### src/rtl/vga_pkg.sv
// Shared definitions for the VGA pixel path: frame-alignment states, pixel width
// helper and the default fill colour.
package vga_pkg;

   typedef enum logic [1:0] {
      RESYNC     = 2'd0,
      WAIT_FRAME = 2'd1,
      STREAM     = 2'd2
   } state_t;

   localparam int DEFAULT_CHANNEL_BITS = 4;
   localparam logic [11:0] FILL_COLOR_DEFAULT = 12'hF0F;

   function automatic int pixel_width(input int channel_bits);
      return 3 * channel_bits;
   endfunction

endpackage

### src/rtl/sync_fifo.sv
// Generic single-clock FIFO with a separate occupancy counter; pushes are dropped
// when full, pops ignored when empty, and the head entry is visible combinationally.
module sync_fifo #(
   parameter int WIDTH     = 13,
   parameter int DEPTH     = 16,
   parameter int ADDR_BITS = 4
) (
   input  logic                 clk,
   input  logic                 reset,
   input  logic                 push,
   input  logic                 pop,
   input  logic [WIDTH-1:0]     wdata,
   output logic [WIDTH-1:0]     rdata,
   output logic                 full,
   output logic                 empty,
   output logic [ADDR_BITS:0]   level
);

   localparam logic [ADDR_BITS:0] FULL_LEVEL = (ADDR_BITS + 1)'(DEPTH);

   logic [WIDTH-1:0]     mem [DEPTH];
   logic [ADDR_BITS-1:0] wr_ptr;
   logic [ADDR_BITS-1:0] rd_ptr;
   logic                 do_push;
   logic                 do_pop;

   assign full    = (level == FULL_LEVEL);
   assign empty   = (level == {(ADDR_BITS + 1){1'b0}});
   assign do_push = push && !full;
   assign do_pop  = pop && !empty;
   assign rdata   = mem[rd_ptr];

   // Storage array; stale contents are harmless because level gates every read.
   always_ff @(posedge clk) begin
      if (do_push) begin
         mem[wr_ptr] <= wdata;
      end
   end

   // Pointer and occupancy tracking; pointers wrap naturally at DEPTH.
   always_ff @(posedge clk or posedge reset) begin
      if (reset) begin
         wr_ptr <= {ADDR_BITS{1'b0}};
         rd_ptr <= {ADDR_BITS{1'b0}};
         level  <= {(ADDR_BITS + 1){1'b0}};
      end else begin
         if (do_push) begin
            wr_ptr <= wr_ptr + ADDR_BITS'(1);
         end
         if (do_pop) begin
            rd_ptr <= rd_ptr + ADDR_BITS'(1);
         end
         case ({do_push, do_pop})
            2'b10:   level <= level + (ADDR_BITS + 1)'(1);
            2'b01:   level <= level - (ADDR_BITS + 1)'(1);
            default: level <= level;
         endcase
      end
   end

endmodule

### src/rtl/vga_pixel_fifo.sv
// Pixel elastic buffer feeding the VGA timing stage, with start-of-frame alignment
// and fill-colour substitution. Optional macro VGA_PIXEL_FIFO_STATS_EN adds underflow_count.
module vga_pixel_fifo
   import vga_pkg::*;
#(
   parameter int CHANNEL_BITS = DEFAULT_CHANNEL_BITS,
   parameter int DEPTH        = 16,
   parameter int ADDR_BITS    = 4,
   parameter logic [3*CHANNEL_BITS-1:0] FILL_COLOR = FILL_COLOR_DEFAULT
) (
   input  logic                       clk,
   input  logic                       reset,
   input  logic                       s_valid,
   output logic                       s_ready,
   input  logic [3*CHANNEL_BITS-1:0]  s_pixel,
   input  logic                       s_sof,
   input  logic                       pixel_req,
   input  logic                       frame_start,
   output logic [3*CHANNEL_BITS-1:0]  pixel_out,
   output logic                       underflow,
   output logic [ADDR_BITS:0]         level
`ifdef VGA_PIXEL_FIFO_STATS_EN
   ,
   output logic [15:0]                underflow_count
`endif
);

   localparam int PW = pixel_width(CHANNEL_BITS);

   state_t          state;
   state_t          next_state;
   logic [PW:0]     head;
   logic            head_sof;
   logic [PW-1:0]   head_pixel;
   logic [PW-1:0]   next_pixel;
   logic            full;
   logic            empty;
   logic            pop;
   logic            err;

   assign head_sof   = head[PW];
   assign head_pixel = head[PW-1:0];
   assign s_ready    = !full && !reset;

   sync_fifo #(
      .WIDTH     (PW + 1),
      .DEPTH     (DEPTH),
      .ADDR_BITS (ADDR_BITS)
   ) u_fifo (
      .clk   (clk),
      .reset (reset),
      .push  (s_valid),
      .pop   (pop),
      .wdata ({s_sof, s_pixel}),
      .rdata (head),
      .full  (full),
      .empty (empty),
      .level (level)
   );

   // Alignment decisions: frame_start checks outrank the ordinary pop rule.
   always_comb begin
      next_state = state;
      next_pixel = {PW{1'b0}};
      pop        = 1'b0;
      err        = 1'b0;
      case (state)
         RESYNC: begin
            if (!empty) begin
               if (head_sof) begin
                  next_state = WAIT_FRAME;
               end else begin
                  pop = 1'b1;
               end
            end else begin
               next_state = RESYNC;
            end
            if (pixel_req) begin
               next_pixel = FILL_COLOR;
            end else begin
               next_pixel = {PW{1'b0}};
            end
         end
         WAIT_FRAME: begin
            if (pixel_req && frame_start) begin
               pop        = 1'b1;
               next_pixel = head_pixel;
               next_state = STREAM;
            end else if (pixel_req) begin
               next_pixel = FILL_COLOR;
            end else begin
               next_pixel = {PW{1'b0}};
            end
         end
         STREAM: begin
            if (!pixel_req) begin
               next_pixel = {PW{1'b0}};
            end else if (empty) begin
               next_pixel = FILL_COLOR;
               err        = 1'b1;
               next_state = RESYNC;
            end else if (frame_start) begin
               if (head_sof) begin
                  pop        = 1'b1;
                  next_pixel = head_pixel;
               end else begin
                  next_pixel = FILL_COLOR;
                  err        = 1'b1;
                  next_state = RESYNC;
               end
            end else if (head_sof) begin
               // Renderer frame ended early: hold its next frame until the timing stage catches up.
               next_pixel = FILL_COLOR;
               err        = 1'b1;
               next_state = WAIT_FRAME;
            end else begin
               pop        = 1'b1;
               next_pixel = head_pixel;
            end
         end
         default: begin
            next_state = RESYNC;
            next_pixel = {PW{1'b0}};
         end
      endcase
   end

   // State, registered pixel output and sticky underflow flag.
   always_ff @(posedge clk or posedge reset) begin
      if (reset) begin
         state     <= RESYNC;
         pixel_out <= {PW{1'b0}};
         underflow <= 1'b0;
      end else begin
         state     <= next_state;
         pixel_out <= next_pixel;
         underflow <= underflow | err;
      end
   end

`ifdef VGA_PIXEL_FIFO_STATS_EN
   // Saturating count of error-driven fill cycles.
   always_ff @(posedge clk or posedge reset) begin
      if (reset) begin
         underflow_count <= 16'h0000;
      end else if (err && (underflow_count != 16'hFFFF)) begin
         underflow_count <= underflow_count + 16'h0001;
      end else begin
         underflow_count <= underflow_count;
      end
   end
`endif

endmodule

### config.mk
export PLATFORM = sky130hd
export DESIGN_NAME = vga_pixel_fifo
export DESIGN_NICKNAME = d
export VERILOG_FILES = /design/src/rtl/vga_pkg.sv /design/src/rtl/sync_fifo.sv /design/src/rtl/vga_pixel_fifo.sv
export SDC_FILE = /design/constraint.sdc
export NUM_CORES = 1
export LEC_CHECK = 0
export ABC_AREA = 1
export CAP_MARGIN = 20
export CELL_PAD_IN_SITES_DETAIL_PLACEMENT = 1
export CELL_PAD_IN_SITES_GLOBAL_PLACEMENT = 2
export CORE_UTILIZATION = 35
export CTS_CLUSTER_SIZE = 28
export DETAILED_ROUTE_END_ITERATION = 8
export PLACE_DENSITY_LB_ADDON = 0.1
export SETUP_SLACK_MARGIN = 0.2
export SYNTH_ARGS = -nofsm -noshare
export SYNTH_HDL_FRONTEND = slang
export SYNTH_HIERARCHICAL = 1
export SYNTH_SLANG_ARGS = --single-unit
### constraint.sdc
create_clock -name clk -period 4.3 [get_ports clk]
set_input_delay 0.43 -clock clk [delete_from_list [all_inputs] [get_ports clk]]
set_output_delay 0.43 -clock clk [all_outputs]
set_load 0.05 [all_outputs]
# Yosys cells after proc, flatten, opt, wreduce, memory -nomap -nowiden
# Memories as Yosys holds them, arrays and structs flattened.
# Cells that the tools add are included.
# word_totals
regBits	28
ramBits	208
inputBits	18
output_inout_bits	19
mem_count	1
# memory_table
memory	words	width	read_ports	rd_clocked_by_memory_dff	write_ports	line	text
u_fifo.mem	16	13	1	0	1	sync_fifo.sv:21	logic [WIDTH-1:0] mem [DEPTH];
# op_classes
add_sub_neg	4
n_eq_ne	8
muxes	31
bitwise	1
reduce_logical	11
# op_table
op	n
$mux W12	7
$pmux W12 S3	1
$mux W2	7
$mux W1	13
$pmux W5 S2	1
$add A4 B1 Y4 const B	2
$pmux W2 S3	1
$add A5 B1 Y5 const B	1
$eq A5 B5 Y1 const B	1
$logic_not A5 Y1	1
$sub A5 B1 Y5 const B	1
$eq A2 B1 Y1 const B	2
$eq A2 B2 Y1 const B	2
$logic_and A1 B1 Y1	4
$ne A2 B2 Y1 const B	2
$ne A4 B4 Y1 const B	1
$logic_not A1 Y1	3
$pmux W1 S3	1
$reduce_and A3 Y1	1
$logic_not A2 Y1	1
$reduce_bool A2 Y1	1
$or A1 B1 Y1	1

# Logic depth before layout (Yosys ltp)
# Gate-level depths: netlist of run 1.
# An unclocked memory read counts as a cell.
# depth
word_depth	9
depth_mapped	26

# Cells and area by module
# Netlist of run 1, hierarchy kept.
# by_module_without_submodules
mod	instances	cells_per_inst	area_per_inst_um2	seq_area_each_um2
sync_fifo	1	936	9809.4	6571.3
vga_pixel_fifo	1	98	744.5	375.4

# Least setup slack after synthesis of run 1
# No wires, ideal clock.
# synth_path
path_kind	register -> register
start	register u_fifo.rd_ptr[0]
end	register u_fifo.level[4]
setup_time_ps	118
t_arrival_ps	2971
t_required_ps	4182
setup_slack_ps	1211
stages_incl_launch_ff	26
path_buffers	2
period_less_slack_ps	3089
cell_sequence	dfrtp_1 buf_2 clkinv_2 clkbuf_1 nand2_1 nand3_2 nand3_1 nand2_1 nand2_1 ha_1 nor2_1 nand2_1 nand3_1 nand2_1 inv_1 ha_1 inv_1 fa_1 inv_1 nand2_1 nand2_1 nand2_1 nand2_1 nand2_1 nand2_1 nand2_1
# synth_via
elab_chain_cells	9
elab_cells_between_ends	13
# synth_rtl
item	line	text
from (decl)	sync_fifo.sv:23	logic [ADDR_BITS-1:0] rd_ptr;
from (signal assigned)	sync_fifo.sv:44	rd_ptr <= {ADDR_BITS{1'b0}};
from (signal assigned)	sync_fifo.sv:51	rd_ptr <= rd_ptr + ADDR_BITS'(1);
$mem_v2 Z16 W13 (*)	--	
named net head[12]	vga_pixel_fifo.sv:32	logic [PW:0] head;
$mux W1, on equally long branches	vga_pixel_fifo.sv:70, vga_pixel_fifo.sv:111, vga_pixel_fifo.sv:103	
$mux W1	vga_pixel_fifo.sv:102	end else if (frame_start) begin
$mux W1	vga_pixel_fifo.sv:98	end else if (empty) begin
$mux W1	vga_pixel_fifo.sv:96	if (!pixel_req) begin
$pmux W1 S3 (*)	vga_pixel_fifo.sv:67	case (state)
named net pop	vga_pixel_fifo.sv:38	logic pop;
$logic_and A1 B1 Y1 (*)	sync_fifo.sv:30	assign do_pop = pop && !empty;
named net u_fifo.do_pop	sync_fifo.sv:25	logic do_pop;
$eq A2 B1 Y1 or $eq A2 B2 Y1 (tied branches)	sync_fifo.sv:53	case ({do_push, do_pop})
$pmux W5 S2 or $reduce_bool A2 Y1 (tied branches)	--	
to (signal assigned)	sync_fifo.sv:54	2'b10: level <= level + (ADDR_BITS + 1)'(1);
to (signal assigned)	sync_fifo.sv:55	2'b01: level <= level - (ADDR_BITS + 1)'(1);
to (signal assigned)	sync_fifo.sv:56	default: level <= level;
to (decl)	sync_fifo.sv:16	output logic [ADDR_BITS:0] level
# The timed path passes the listed nets; every way through them passes the cells marked *.
# A chain may end at the register's enable or synchronous reset.

# Worst setup path in the final report of run 1
# Same ends and word-level chain as after synthesis.

==> summary by stage, run 1 <==
Status
The flow ran to the end, and the final reports show no timing, DRC or antenna violations.

Synthesis
The number of warnings printed during yosys synthesis is 6. The portion of the post-synthesis area used by sequential elements is 65.82%. Of all cell types, the one taking the most synthesized area is sky130_fd_sc_hd__edfxtp_1. The net count after synthesis is 1,063. The share of the synthesized area in the top cell type is 59.18%. The synthesis-stage register bit count is 236.

After technology mapping, the gate count stands at 1,034. The per-instance average area after synthesis is 10.21 µm². The area of the mapped netlist is 10,550 µm².

Counting distinct cell types in the post-synthesis netlist gives 32. Ranked by total cell area, the synthesized netlist is headed by sky130_fd_sc_hd__edfxtp_1 (59%), sky130_fd_sc_hd__nand2_1 (13%), sky130_fd_sc_hd__dfrtp_1 (6.6%).

Route
The total DRC errors in the routed layout is 0. The final wirelength is 29.37 mm. The first-pass iteration count of the detailed router is 4. Using the TritonRoute via totals, the vias-per-cell ratio works out to 4.685. Detailed routing inserted a total of 7,032 vias.

The violation count after the first detailed-route iteration is 249. The post-detailed-route count of antenna-violating nets is 0. The detail-routed net length per standard cell is 19.57 µm.

CTS
The clock-pin slew reported for the worst setup and hold paths after clock tree synthesis is 0.06 ns. The insertion delay to the later sink of the worst-skew pair is 0.55 ns. TritonCTS built the clock tree.

The post-CTS resize count is 0. The root buffer cell chosen for the clock tree is sky130_fd_sc_hd__clkbuf_16. The maximum level of the CTS H-tree is 1.

The number of buffers created by CTS is 28. In this run the deepest clock path goes through 3 buffers. The clock net sink count is 236.

Place
Detailed placement finished with a half-perimeter wire length of 18.11 mm. In this run the cell area measured after placement is 11,350 µm². Routability-driven placement finished with a final weighted congestion of 0.7686. The count of input and output buffers is 36.

Critical path
The critical path required time is 4.74 ns. The data arrival time of the critical path is 3.98 ns. STA classifies the critical path endpoint as a flop.

The worst setup path is launched from a flop. Of all nets on the critical path, the largest fanout is 20. The critical path is of the flop to flop type.

STA
Setup violations remaining at the end of the flow were counted as 0. The worst slew margin relative to its limit is 49.85%. Clock skew on the completed layout was measured at 0.01696 ns. Setup total negative slack on the finished layout was measured at 0 ns. The maximum achievable frequency is 282.3 MHz.

The transition at the pin with the smallest max-transition slack is 0.7495 ns. The final clock period utilization by the worst path is 82.38%. The clock period could shrink to 3.542 ns.

The max-slew violation count is 0. Setup repair after global routing left no endpoint under its margin. The final-report hold violation count was 0.

Layout
The final non-filler cell area is 12,260 µm². The total of fill cells in the finished design is 3,350. From synthesis to final layout, the design area changed by 16.16%. Leaving out fill and tap cells, the most frequent cell in the layout is sky130_fd_sc_hd__nand2_1. The top cell types in the final layout, fill and taps aside, are sky130_fd_sc_hd__nand2_1 (376), sky130_fd_sc_hd__edfxtp_1 (208), sky130_fd_sc_hd__nor2_1 (113).

The fraction of final layout cells with drive strength greater than 1 is 10.72%. The net count reported at finish is 1,119.

Floorplan
The cell row count is 63. The initial standard-cell utilization of the core is 35.61%. 37 I/O pins were placed. The die covers 30,850 µm². The area of the core is 29,640 µm². The floorplan step set the die height to 175.7 µm. Measured along the x axis, the die boundary spans 175.7 µm.

Power
Dividing total power by cell area gives a power density of 702.1 nW/µm². For this design the total switching power over the nets is 0.003471 W. The overall power of the completed layout is 0.008607 W. For this design the static power due to leakage is 5.168 nW. The share of total power consumed by net switching is 40.33%. The clock network accounts for 26.8% of the total power. Cell internal power was estimated by the tool at 0.005136 W.

The maximum VDD drop is 372.6 µV. The proportion of power drawn by combinational gates is 38.3%. The share of power burned in registers is 34.8%.

Global route
The number of global-route vias before repair is 7,356. The largest net degree at the start of global routing is 66. The global-route usage over all layers is 19.75%. The number of antenna violations at the first check in global routing was 1. The wire length of the first global-routing pass is 45.02 mm. After global routing the overflow that remains totals 0.

Job
The number of maximum-capacitance constraint violations is 0.

Min path
The path class of the tightest hold or removal check is input pin to async pin.
## Yosys cell counts, drive strengths merged
| master | number |
|---|---|
| a21oi | 4 |
| fa | 1 |
| nor2 | 114 |
| o21ai | 13 |
| nor3 | 1 |
| o21bai | 1 |
| edfxtp | 208 |
| inv | 111 |
| nand3 | 88 |
| buf | 35 |
| dfrtp | 28 |
| nand2 | 399 |
| clkinv | 3 |
| ha | 10 |
| or2 | 1 |
| xnor2 | 4 |
| nand4 | 5 |
| clkbuf | 4 |
| xor2 | 4 |
## per-layer routing
layer / global-route usage (%) / share of wire, % / vias up / wire (µm)
met5: 0 / 0.034 / - / 10
met4: 4.384 / 1.9 / 2 / 566
met3: 2.424 / 2.5 / 39 / 734
met2: 33.81 / 48 / 78 / 14150
met1: 26.72 / 47 / 3478 / 13910
li1: - / - / 3435 / -
## final timing paths
path	startpoint	endpoint	slack, ns	cells after the start
worst min register to register	underflow$_DFF_PP0_	underflow$_DFF_PP0_	0.51	1
worst max register to register	u_fifo/rd_ptr[0]$_DFFE_PP0P_	u_fifo/level[4]$_DFFE_PP0P_	0.76	24
worst min-delay path	reset	pixel_out[7]$_DFF_PP0_	0.31	2
min in group clk	underflow$_DFF_PP0_	underflow$_DFF_PP0_	0.51	1
worst max-delay path	u_fifo/rd_ptr[0]$_DFFE_PP0P_	u_fifo/level[4]$_DFFE_PP0P_	0.76	24
max in group asynchronous	reset	u_fifo/rd_ptr[0]$_DFFE_PP0P_	3.54	2
## power groups by stage
| stage | registers (W) | clock network [W] | logic [W] |
|---|---|---|---|
| after floorplan | 0.00322 | 0 | 0.00205 |
| after global placement | 0.00306 | 0 | 0.00330 |
| after detailed placement | 0.00307 | 0 | 0.00331 |
| after CTS | 0.00302 | 0.00237 | 0.00333 |
| after global routing | 0.00303 | 0.00244 | 0.00370 |
| final | 0.00300 | 0.00231 | 0.00330 |
## cells by family after synthesis
| family | count (synthesis) | share of synthesized area, % |
|---|---|---|
| AOI/OAI and AO/OA | 18 | 0.8773 |
| buffers and inverters | 153 | 6.722 |
| adders and majority gates | 11 | 1.375 |
| DFF | 236 | 65.82 |
| and+or+nand+nor | 608 | 24.47 |
| xor gates and xnor gates | 8 | 0.7351 |
## flip-flops by register name, summed over array words and instances, names as in the netlist
signal and cells:
pixel_out 12, state 2, u_fifo/level 5, u_fifo/mem 208, u_fifo/rd_ptr 4, u_fifo/wr_ptr 4
underflow 1
## metrics by stage
step | std cells | setup WS (ns) | utilization (%) | hold slack, ns
after global routing | 1500 | 0.3532 | 41.35 | 0.3644
after detailed placement | 1449 | 0.5827 | 38.28 | 0.4910
after CTS | 1499 | 0.5732 | 41.27 | 0.3147
after floorplan | 1034 | 1.211 | - | 0.3070
final | 1501 | 0.7575 | 41.36 | 0.3058
after global placement | 1449 | 0.6414 | 38.28 | 0.4994
## worst max-delay path, cell delays in order, from the launching register on
cell and delay, ns:
sky130_fd_sc_hd__dfrtp_4 0.61, sky130_fd_sc_hd__clkinv_2 0.23, sky130_fd_sc_hd__nand2_1 0.10, sky130_fd_sc_hd__nand2_1 0.05, sky130_fd_sc_hd__nand2_1 0.05, sky130_fd_sc_hd__nand3_1 0.07
sky130_fd_sc_hd__nand2_1 0.08, sky130_fd_sc_hd__nand2_1 0.15, sky130_fd_sc_hd__ha_1 0.31, sky130_fd_sc_hd__nor2_1 0.13, sky130_fd_sc_hd__nand2_1 0.07, sky130_fd_sc_hd__nand3_1 0.07
sky130_fd_sc_hd__nand2_1 0.15, sky130_fd_sc_hd__inv_1 0.17, sky130_fd_sc_hd__ha_1 0.28, sky130_fd_sc_hd__inv_1 0.09, sky130_fd_sc_hd__fa_1 0.36, sky130_fd_sc_hd__inv_1 0.08
sky130_fd_sc_hd__nand2_1 0.06, sky130_fd_sc_hd__nand2_1 0.08, sky130_fd_sc_hd__nand2_1 0.05, sky130_fd_sc_hd__nand2_1 0.05, sky130_fd_sc_hd__nand2_1 0.04, sky130_fd_sc_hd__nand2_1 0.05
sky130_fd_sc_hd__nand2_1 0.05
## what timing repair did
item                                    4_1_cts  5_1_grt
endpoints found under the setup margin        0        1
buffers inserted                              0        1
hold buffers                                  0        0
## area by class of cell
class | count | area, µm² | area share, %
multi-input combinational | 645 | 2898 | 23.64
antenna | 1 | 2.502 | 0.02041
timing repair buffer | 65 | 595.6 | 4.858
tap | 390 | 488.0 | 3.980
inverter | 114 | 439.2 | 3.582
clock buffer | 35 | 726.9 | 5.930
sequential | 236 | 6950 | 56.70
clock inverter | 15 | 158.9 | 1.296
(Power assumes the default switching activity.)
==> run 2: changes to the inputs <==
==> constraint.sdc (replaced) <==
create_clock -name clk -period 2.95 [get_ports clk]
set_input_delay 0.295 -clock clk [delete_from_list [all_inputs] [get_ports clk]]
set_output_delay 0.295 -clock clk [all_outputs]
set_load 0.05 [all_outputs]
==> run 2 against run 1 <==
Against the previous run:
- wire length is 1.3% lower
- via count rose by 2.3%
- register-to-register slack got worse by 0.64 ns
- combinational power is 68% higher
- largest power group unchanged
==> summary by stage, run 2 (synthesis results as in run 1) <==
Status
The flow ran to the end, and the final reports show no timing, DRC or antenna violations.

Global route
The total overflow reported by the global router is 0 (unchanged). The most used routing layer in global routing is met2. The largest net degree at the start of global routing came to 60 (-9.1%). The number of global-route vias before repair is 7,021 (-4.6%). The global-route usage over all layers is 19.13% (-0.62 points). The number of antenna violations at the first check in global routing is 0 (-1). The global routing met2 resource utilization is 32.56% (-1.3 points).

The global-route track usage on met1 was 26.50% (-0.22 points). The met3 track demand over resource is 2.013% (-0.41 points). The wire length of the first global-routing pass is 43.77 mm (-2.8%).

STA
Setup repair after global routing could not meet its margin everywhere. The final-report hold violation count was 0 (unchanged). The final clock period utilization by the worst path was 95.87% (+13 points). The shortest clock period the worst path allows after layout came to 2.828 ns (-0.7142 ns). The worst slew margin relative to its limit came to 57.02% (+7.2 points). The final worst clock skew is 0.01532 ns (-0.001640 ns).

The transition at the pin with the smallest max-transition slack is 0.6426 ns (-0.1069 ns). The maximum achievable frequency came to 353.6 MHz (+25%). The max-slew violation count is 0 (unchanged).

The final-report setup violation count is 0 (unchanged). The final-layout worst hold slack came to 0.1826 ns (-0.1232 ns).

Layout
The fraction of final layout cells with drive strength greater than 1 was 15.63% (+4.9 points). The commonest non-fill, non-tap cell in the layout is sky130_fd_sc_hd__nand2_1. The area used by sequential logic in the layout is 6952 µm² (about the same). The net count reported at finish was 1,153 (+3.0%). The largest registers in the layout are u_fifo/mem x208, pixel_out x12, u_fifo/level x5.

The area of the multi-input gates is 3015 µm² (+4.1%). The total of fill cells in the finished design is 3,336 (-0.42%). The number of standard cells in the layout, taps in and fillers out is 1,535 (+2.3%).

The number of flip-flops under the largest register name was 208 (unchanged). Compared with the post-synthesis result, the final layout area differs by 20.05%. Leaving out fill and tap cells, the most frequent cells in the layout are sky130_fd_sc_hd__nand2_1 (362), sky130_fd_sc_hd__edfxtp_1 (208), sky130_fd_sc_hd__nor2_1 (110). The number of antenna cells inserted is 0 (-1).

u_fifo/mem holds more flip-flops than any other register.

Critical path
The data arrival time of the critical path came to 3.24 ns (-0.74 ns). The peak fanout along the critical path is 5 (-75%). On the critical path, the stage with the largest delay is an instance of sky130_fd_sc_hd__dfrtp_4. The critical path required time is 3.36 ns (-1.38 ns). The most frequent cell on the critical path is sky130_fd_sc_hd__nand2_2. The start-to-end type of the worst setup path is flop to flop.

The type of element capturing the critical path is a flop. Traced cell by cell, the critical path runs through clkbuf_16, nand2_4, nand2_2, nor2_1, nor2_1, nand2_1, nand2_2, ha_4, nor2_4, nand2_2, nand3_2, nand2_2, inv_2, ha_4, inv_4, fa_2, inv_2, nand2_2, buf_4, buf_4, nand2_2, o21ai_1. The launching element type of the critical path is a flop. The peak per-stage delay on the critical path is 0.53 ns (-0.08 ns).

CTS
The clock-pin slew reported for the worst setup and hold paths after clock tree synthesis is 0.06 ns (about the same). The number of buffers created by CTS is 27 (-3.6%). The maximum level of the CTS H-tree came to 1 (unchanged). The clock net sink count is 236 (unchanged). The deepest clock path buffer count was 3 (unchanged). The CTS tree is done. The insertion delay to the later sink of the worst-skew pair was 0.53 ns (-0.02 ns).

The clock tree root buffer cell is sky130_fd_sc_hd__clkbuf_16.

Floorplan
The die area is 30,850 µm² (unchanged). The area of the core is 29,640 µm² (unchanged). The overall die width was 175.7 µm (unchanged). The die extent in y is 175.7 µm (unchanged). The initial standard-cell utilization of the core was 35.61% (unchanged).

The number of top-level pins was 37 (unchanged). The cell row count came to 63 (unchanged).

Power
The power density over the cells is 1028 nW/µm² (+46%). The static leakage power came to 5.373 nW (+4.0%). The maximum VDD drop is 529.0 µV (+42%).

Route
The routed via count was 7,191 (+2.3%). The final wirelength is 28.98 mm (-1.3%). The total DRC errors in the routed layout is 0 (unchanged). The first-pass iteration count of the detailed router is 5 (+1). The violation count after the first detailed-route iteration came to 327 (+31%). The per-cell via count in the routed design is 4.685 (about the same). The detail-routed net length per standard cell is 18.88 µm (-3.5%). The post-detailed-route count of antenna-violating nets is 0 (unchanged).

Job
The number of maximum-capacitance constraint violations came to 0 (unchanged).

Place
The total instance count after detailed placement is 1,470 (+1.4%). The count of input and output buffers came to 36 (unchanged). The routability congestion estimate from global placement is 0.7663 (-0.30%). The half-perimeter wire length of the detailed placement result was 18.02 mm (-0.49%).

Min path
The class of the worst hold path is input pin to async pin.
run 2: changes by cell type in the layout (fill, tap and decap cells not counted), sizes merged:
cell      previous run  this run
buf                 28        61
clkbuf              36        39
clkinv              14        11
bufbuf               0         2
inv                111       113
bufinv               3         2
clkinvlp             1         0
diode                1         0
run 2: layout make-up:
cell class	count	area share, %
clock buffer	38	5.659
clock inverter	12	0.8493
inverter	114	3.516
multi-input combinational	645	23.80
sequential	236	54.87
tap	390	3.851
timing repair buffer	100	7.456
run 2: repair_timing:
action / in CTS / in global routing
pin swaps: 2 / 9
hold buffers: 0 / 0
setup endpoints to repair: 4 / 11
gates cloned: 2 / 1
gates resized for setup: 2 / 28
setup buffers: 8 / 4
run 2: path summary, 6_finish.rpt:
check,from,end,slack (ns),cells after the start
min reg2reg,underflow$_DFF_PP0_,underflow$_DFF_PP0_,0.48,1
min,reset,pixel_out[7]$_DFF_PP0_,0.18,2
max in group asynchronous,reset,u_fifo/rd_ptr[0]$_DFFE_PP0P_,2.27,2
min in group clk,underflow$_DFF_PP0_,underflow$_DFF_PP0_,0.48,1
max,u_fifo/rd_ptr[0]$_DFFE_PP0P_,u_fifo/level[2]$_DFFE_PP0P_,0.12,22
max reg2reg,u_fifo/rd_ptr[0]$_DFFE_PP0P_,u_fifo/level[2]$_DFFE_PP0P_,0.12,22
run 2: worst max-delay path, delay by kind of cell (launching register included):
kind | cells | cell delay [ns]
fa+ha+maj | 3 | 0.72
buf+inv | 6 | 0.64
flops | 1 | 0.53
compound gates | 1 | 0.05
simple gates | 12 | 0.77
run 2: report_power, final:
part	switching [W]	internal, W	total [W]
Clock	0.00131	0.00186	0.00317
Sequential	0.000230	0.00410	0.00433
Combinational	0.00358	0.00195	0.00553
Total	0.00512	0.00790	0.0130
run 2: routing by layer:
layer	wire length, µm	part of all wire (%)	vias up
met5	0	0	-
met1	13680	47	3561
met2	14030	48	95
met4	505	1.7	0
li1	-	-	3503
met3	760	2.6	32
run 2: per-stage QoR:
step	util [%]	setup slack (ns)	TNS, ns	total power, W	area (µm²)
floorplan	-	0.1720	0	0.007838	10650
global placement	39.02	0.08491	0	0.009449	11560
detailed placement	39.02	-0.02080	-0.02080	0.009516	11560
CTS	42.28	0.1249	0	0.01300	12530
global route	42.75	-0.03779	-0.07239	0.01389	12670
finish	42.75	0.1218	0	0.01302	12670
==> run 3: changes to the inputs <==
--- a/config.mk
+++ b/config.mk
@@ -9,7 +9,7 @@
 export CAP_MARGIN = 20
 export CELL_PAD_IN_SITES_DETAIL_PLACEMENT = 1
 export CELL_PAD_IN_SITES_GLOBAL_PLACEMENT = 2
-export CORE_UTILIZATION = 35
+export CORE_UTILIZATION = 36
 export CTS_CLUSTER_SIZE = 28
 export DETAILED_ROUTE_END_ITERATION = 8
 export PLACE_DENSITY_LB_ADDON = 0.1
==> run 3 against run 2 <==
Against the previous run:
- sequential share of layout area is 0.14 points higher
- via count is 0.70% lower
- first-iteration DRC count is 4.3% lower
- clock skew is 0.0023 ns lower
- clock power is 4% higher
- cell area is 0.26% lower
- die area is 2.7% lower
- wire length is 1.6% lower
- flip-flop and latch count stayed put
- count of clock-buffer cells in the layout is 8 lower
==> summary by stage, run 3 (synthesis results as in run 1) <==
Place
The count of input and output buffers was 36 (unchanged). The routability congestion estimate from global placement came to 0.7697 (+0.44%). The half-perimeter wire length of the detailed placement result came to 18.45 mm (+2.4%). The post-place setup slack is 0.05847 ns (+0.07928 ns).

CTS
The CTS tree is done. The deepest clock path buffer count is 3 (unchanged). The maximum level of the CTS H-tree is 1 (unchanged). The number of buffers created by CTS was 28 (+3.7%). The tree is rooted in a sky130_fd_sc_hd__clkbuf_16. The cts-stage hold buffer count is 0 (unchanged). The clock-pin slew reported for the worst setup and hold paths after clock tree synthesis is 0.06 ns (about the same).

The clock net sink count was 236 (unchanged). The insertion delay to the later sink of the worst-skew pair came to 0.55 ns (+0.02 ns).

Power
The static leakage power was 5.372 nW (about the same). The maximum VDD drop is 549.0 µV (+3.8%). The power density over the cells is 1032 nW/µm² (+0.43%). The overall power of the completed layout is 0.01304 W (+0.18%).

Global route
The total overflow reported by the global router was 0 (unchanged). The wire length of the first global-routing pass is 44.21 mm (+0.99%). The largest net degree at the start of global routing is 63 (+5.0%). The global-route usage over all layers came to 19.57% (+0.44 points).

The number of global-route vias before repair is 7,308 (+4.1%). The number of antenna violations at the first check in global routing is 0 (unchanged).

Layout
The total of fill cells in the finished design was 3,195 (-4.2%). The largest register by flop count is u_fifo/mem. The number of flip-flops under the largest register name was 208 (unchanged). The largest registers in the layout are u_fifo/mem x208, pixel_out x12, u_fifo/level x5. The area added between synthesis and finish is 19.74%. The net count reported at finish is 1,155 (+0.17%). The library cells used most frequently in the layout, excluding fill and tap cells, are sky130_fd_sc_hd__nand2_1 (365), sky130_fd_sc_hd__edfxtp_1 (208), sky130_fd_sc_hd__nor2_1 (111). The library cell used most frequently in the layout, excluding fill and tap cells, is sky130_fd_sc_hd__nand2_1. The fraction of final layout cells with drive strength greater than 1 is 16.29% (+0.66 points).

Route
The per-cell via count in the routed design is 4.658 (-0.57%). The wire length on met2 was 13.52 mm (-3.7%). The routed via count is 7,141 (-0.70%). The first-pass iteration count of the detailed router came to 4 (-1).

The violation count after the first detailed-route iteration is 313 (-4.3%). The total DRC errors in the routed layout is 0 (unchanged). The post-detailed-route count of antenna-violating nets is 0 (unchanged). The routed length on met1 is 13.56 mm (-0.88%). The final wirelength was 28.52 mm (-1.6%). The top layer used by detailed routing is met4. The detail-routed net length per standard cell came to 18.61 µm (-1.4%). The met3 wire length came to 997 µm (+31%).

STA
The final-layout worst hold slack is 0.1732 ns (-0.009379 ns). The shortest clock period the worst path allows after layout is 2.830 ns (+0.001824 ns). The final-report hold violation count is 0 (unchanged). The worst path setup slack after routing is 0.1200 ns (-0.001824 ns).

Setup repair after global routing could not meet its margin everywhere. The final-report setup violation count is 0 (unchanged). The transition at the pin with the smallest max-transition slack is 0.7415 ns (+0.09887 ns). The final clock period utilization by the worst path was 95.93% (about the same). The final worst clock skew is 0.01306 ns (-0.002257 ns).

The max-slew violation count is 0 (unchanged). The maximum achievable frequency came to 353.4 MHz (about the same). The worst slew margin relative to its limit is 50.57% (-6.5 points).

Critical path
The setup slack of the most critical reg-to-reg path was 0.12 ns (about the same). The worst setup path is launched from a flop. The peak fanout along the critical path came to 6 (+1). The depth of the worst register-to-register path came to 21 (-4.5%). For this design, the slowest cell found on the critical path is sky130_fd_sc_hd__dfrtp_4.

The type of element capturing the critical path is a flop. The critical path is of the flop to flop type. In this run the critical register-to-register path is launched from u_fifo/rd_ptr[0]$_DFFE_PP0P_. The data arrival time of the critical path is 3.24 ns (about the same). Walking the worst path, the cells encountered are buf_6, nand2_1, nand3_1, nand2_1, nor2_1, nand2_1, nand2_4, ha_4, nor2_4, nand2_2, nand3_2, nand2_2, buf_4, buf_6, buf_4, buf_4, buf_4, buf_4, buf_6, buf_6, xor2_1.

In this design, the critical path's most frequently occurring cell is sky130_fd_sc_hd__buf_4. The capture point of the worst reg-to-reg path is u_fifo/rd_ptr[0]$_DFFE_PP0P_. The peak per-stage delay on the critical path came to 0.54 ns (about the same).

The critical path required time came to 3.36 ns (about the same).

Job
The number of maximum-capacitance constraint violations came to 0 (unchanged).

Floorplan
The initial standard-cell utilization of the core is 36.67% (+1.1 points). The area of the core is 28,780 µm² (-2.9%). The die area was 30,010 µm² (-2.7%).

The cell row count is 62 (-1.6%). The overall die width is 173.2 µm (-1.4%). The number of top-level pins came to 37 (unchanged). The die extent in y came to 173.2 µm (-1.4%).

Min path
The worst hold path belongs to the class input pin to async pin.

Status
The flow ran to the end, and the final reports show no timing, DRC or antenna violations.
==> run 3: layer usage <==
layer  GRT usage (%)  vias to the layer above
li1                -                     3503
met1           27.49                     3508
met2           32.51                       97
met3           2.763                       33
met4           3.687                        0
met5               0                        -
==> run 3: where the power goes <==
part	internal (W)	switching (W)	total [W]
clock	0.00191	0.00138	0.00329
combinational	0.00186	0.00356	0.00543
sequential	0.00410	0.000234	0.00433
total	0.00787	0.00518	0.0130
==> run 3: worst max-delay path: cells and delay by family (launching register included) <==
family / cells / cell delay, ns
fa+ha+maj: 1 / 0.24
xor+xnor: 1 / 0.14
buf+inv: 9 / 1.06
simple gates: 10 / 0.71
flops: 1 / 0.54
==> run 3: through the flow <==
stage          std cells   TNS, ns  util [%]  cell area, µm²
5_1_grt             1532  -0.04398     43.90           12630
3_5_place_dp        1467         0     40.15           11550
2_1_floorplan       1034         0         -           10650
4_1_cts             1530         0     43.64           12560
6_report            1533         0     43.91           12640
3_3_place_gp        1467         0     40.15           11550
==> run 3: how the worst max path moves through the flow <==
stage	cells after the start	endpoint	slack, ns	startpoint
detailed placement	23	u_fifo/level[4]$_DFFE_PP0P_	0.06	u_fifo/rd_ptr[0]$_DFFE_PP0P_
floorplan	22	u_fifo/level[4]$_DFFE_PP0P_	0.17	u_fifo/rd_ptr[0]$_DFFE_PP0P_
global route	24	u_fifo/level[4]$_DFFE_PP0P_	-0.03	u_fifo/rd_ptr[0]$_DFFE_PP0P_
global placement	22	u_fifo/level[4]$_DFFE_PP0P_	0.1	u_fifo/rd_ptr[1]$_DFFE_PP0P_
finish	21	u_fifo/rd_ptr[0]$_DFFE_PP0P_	0.12	u_fifo/rd_ptr[0]$_DFFE_PP0P_
CTS	24	u_fifo/level[4]$_DFFE_PP0P_	0.20	u_fifo/rd_ptr[0]$_DFFE_PP0P_
==> run 3: area by class of cell <==
type	count	area [µm²]	share of cell area, %
Antenna cell	1	2.502	0.01980
Clock buffer	30	708.2	5.604
Clock inverter	22	167.7	1.327
Inverter	114	447.9	3.545
Multi-Input combinational cell	645	3004	23.77
Sequential cell	236	6952	55.01
Tap cell	384	480.5	3.802
Timing Repair Buffer	101	874.6	6.921
==> run 3: timing repair <==
item                                    CTS  global route
buffers inserted                         11             2
gates resized for setup                  15            18
endpoints found under the setup margin    3             8
pin swaps                                 7            15
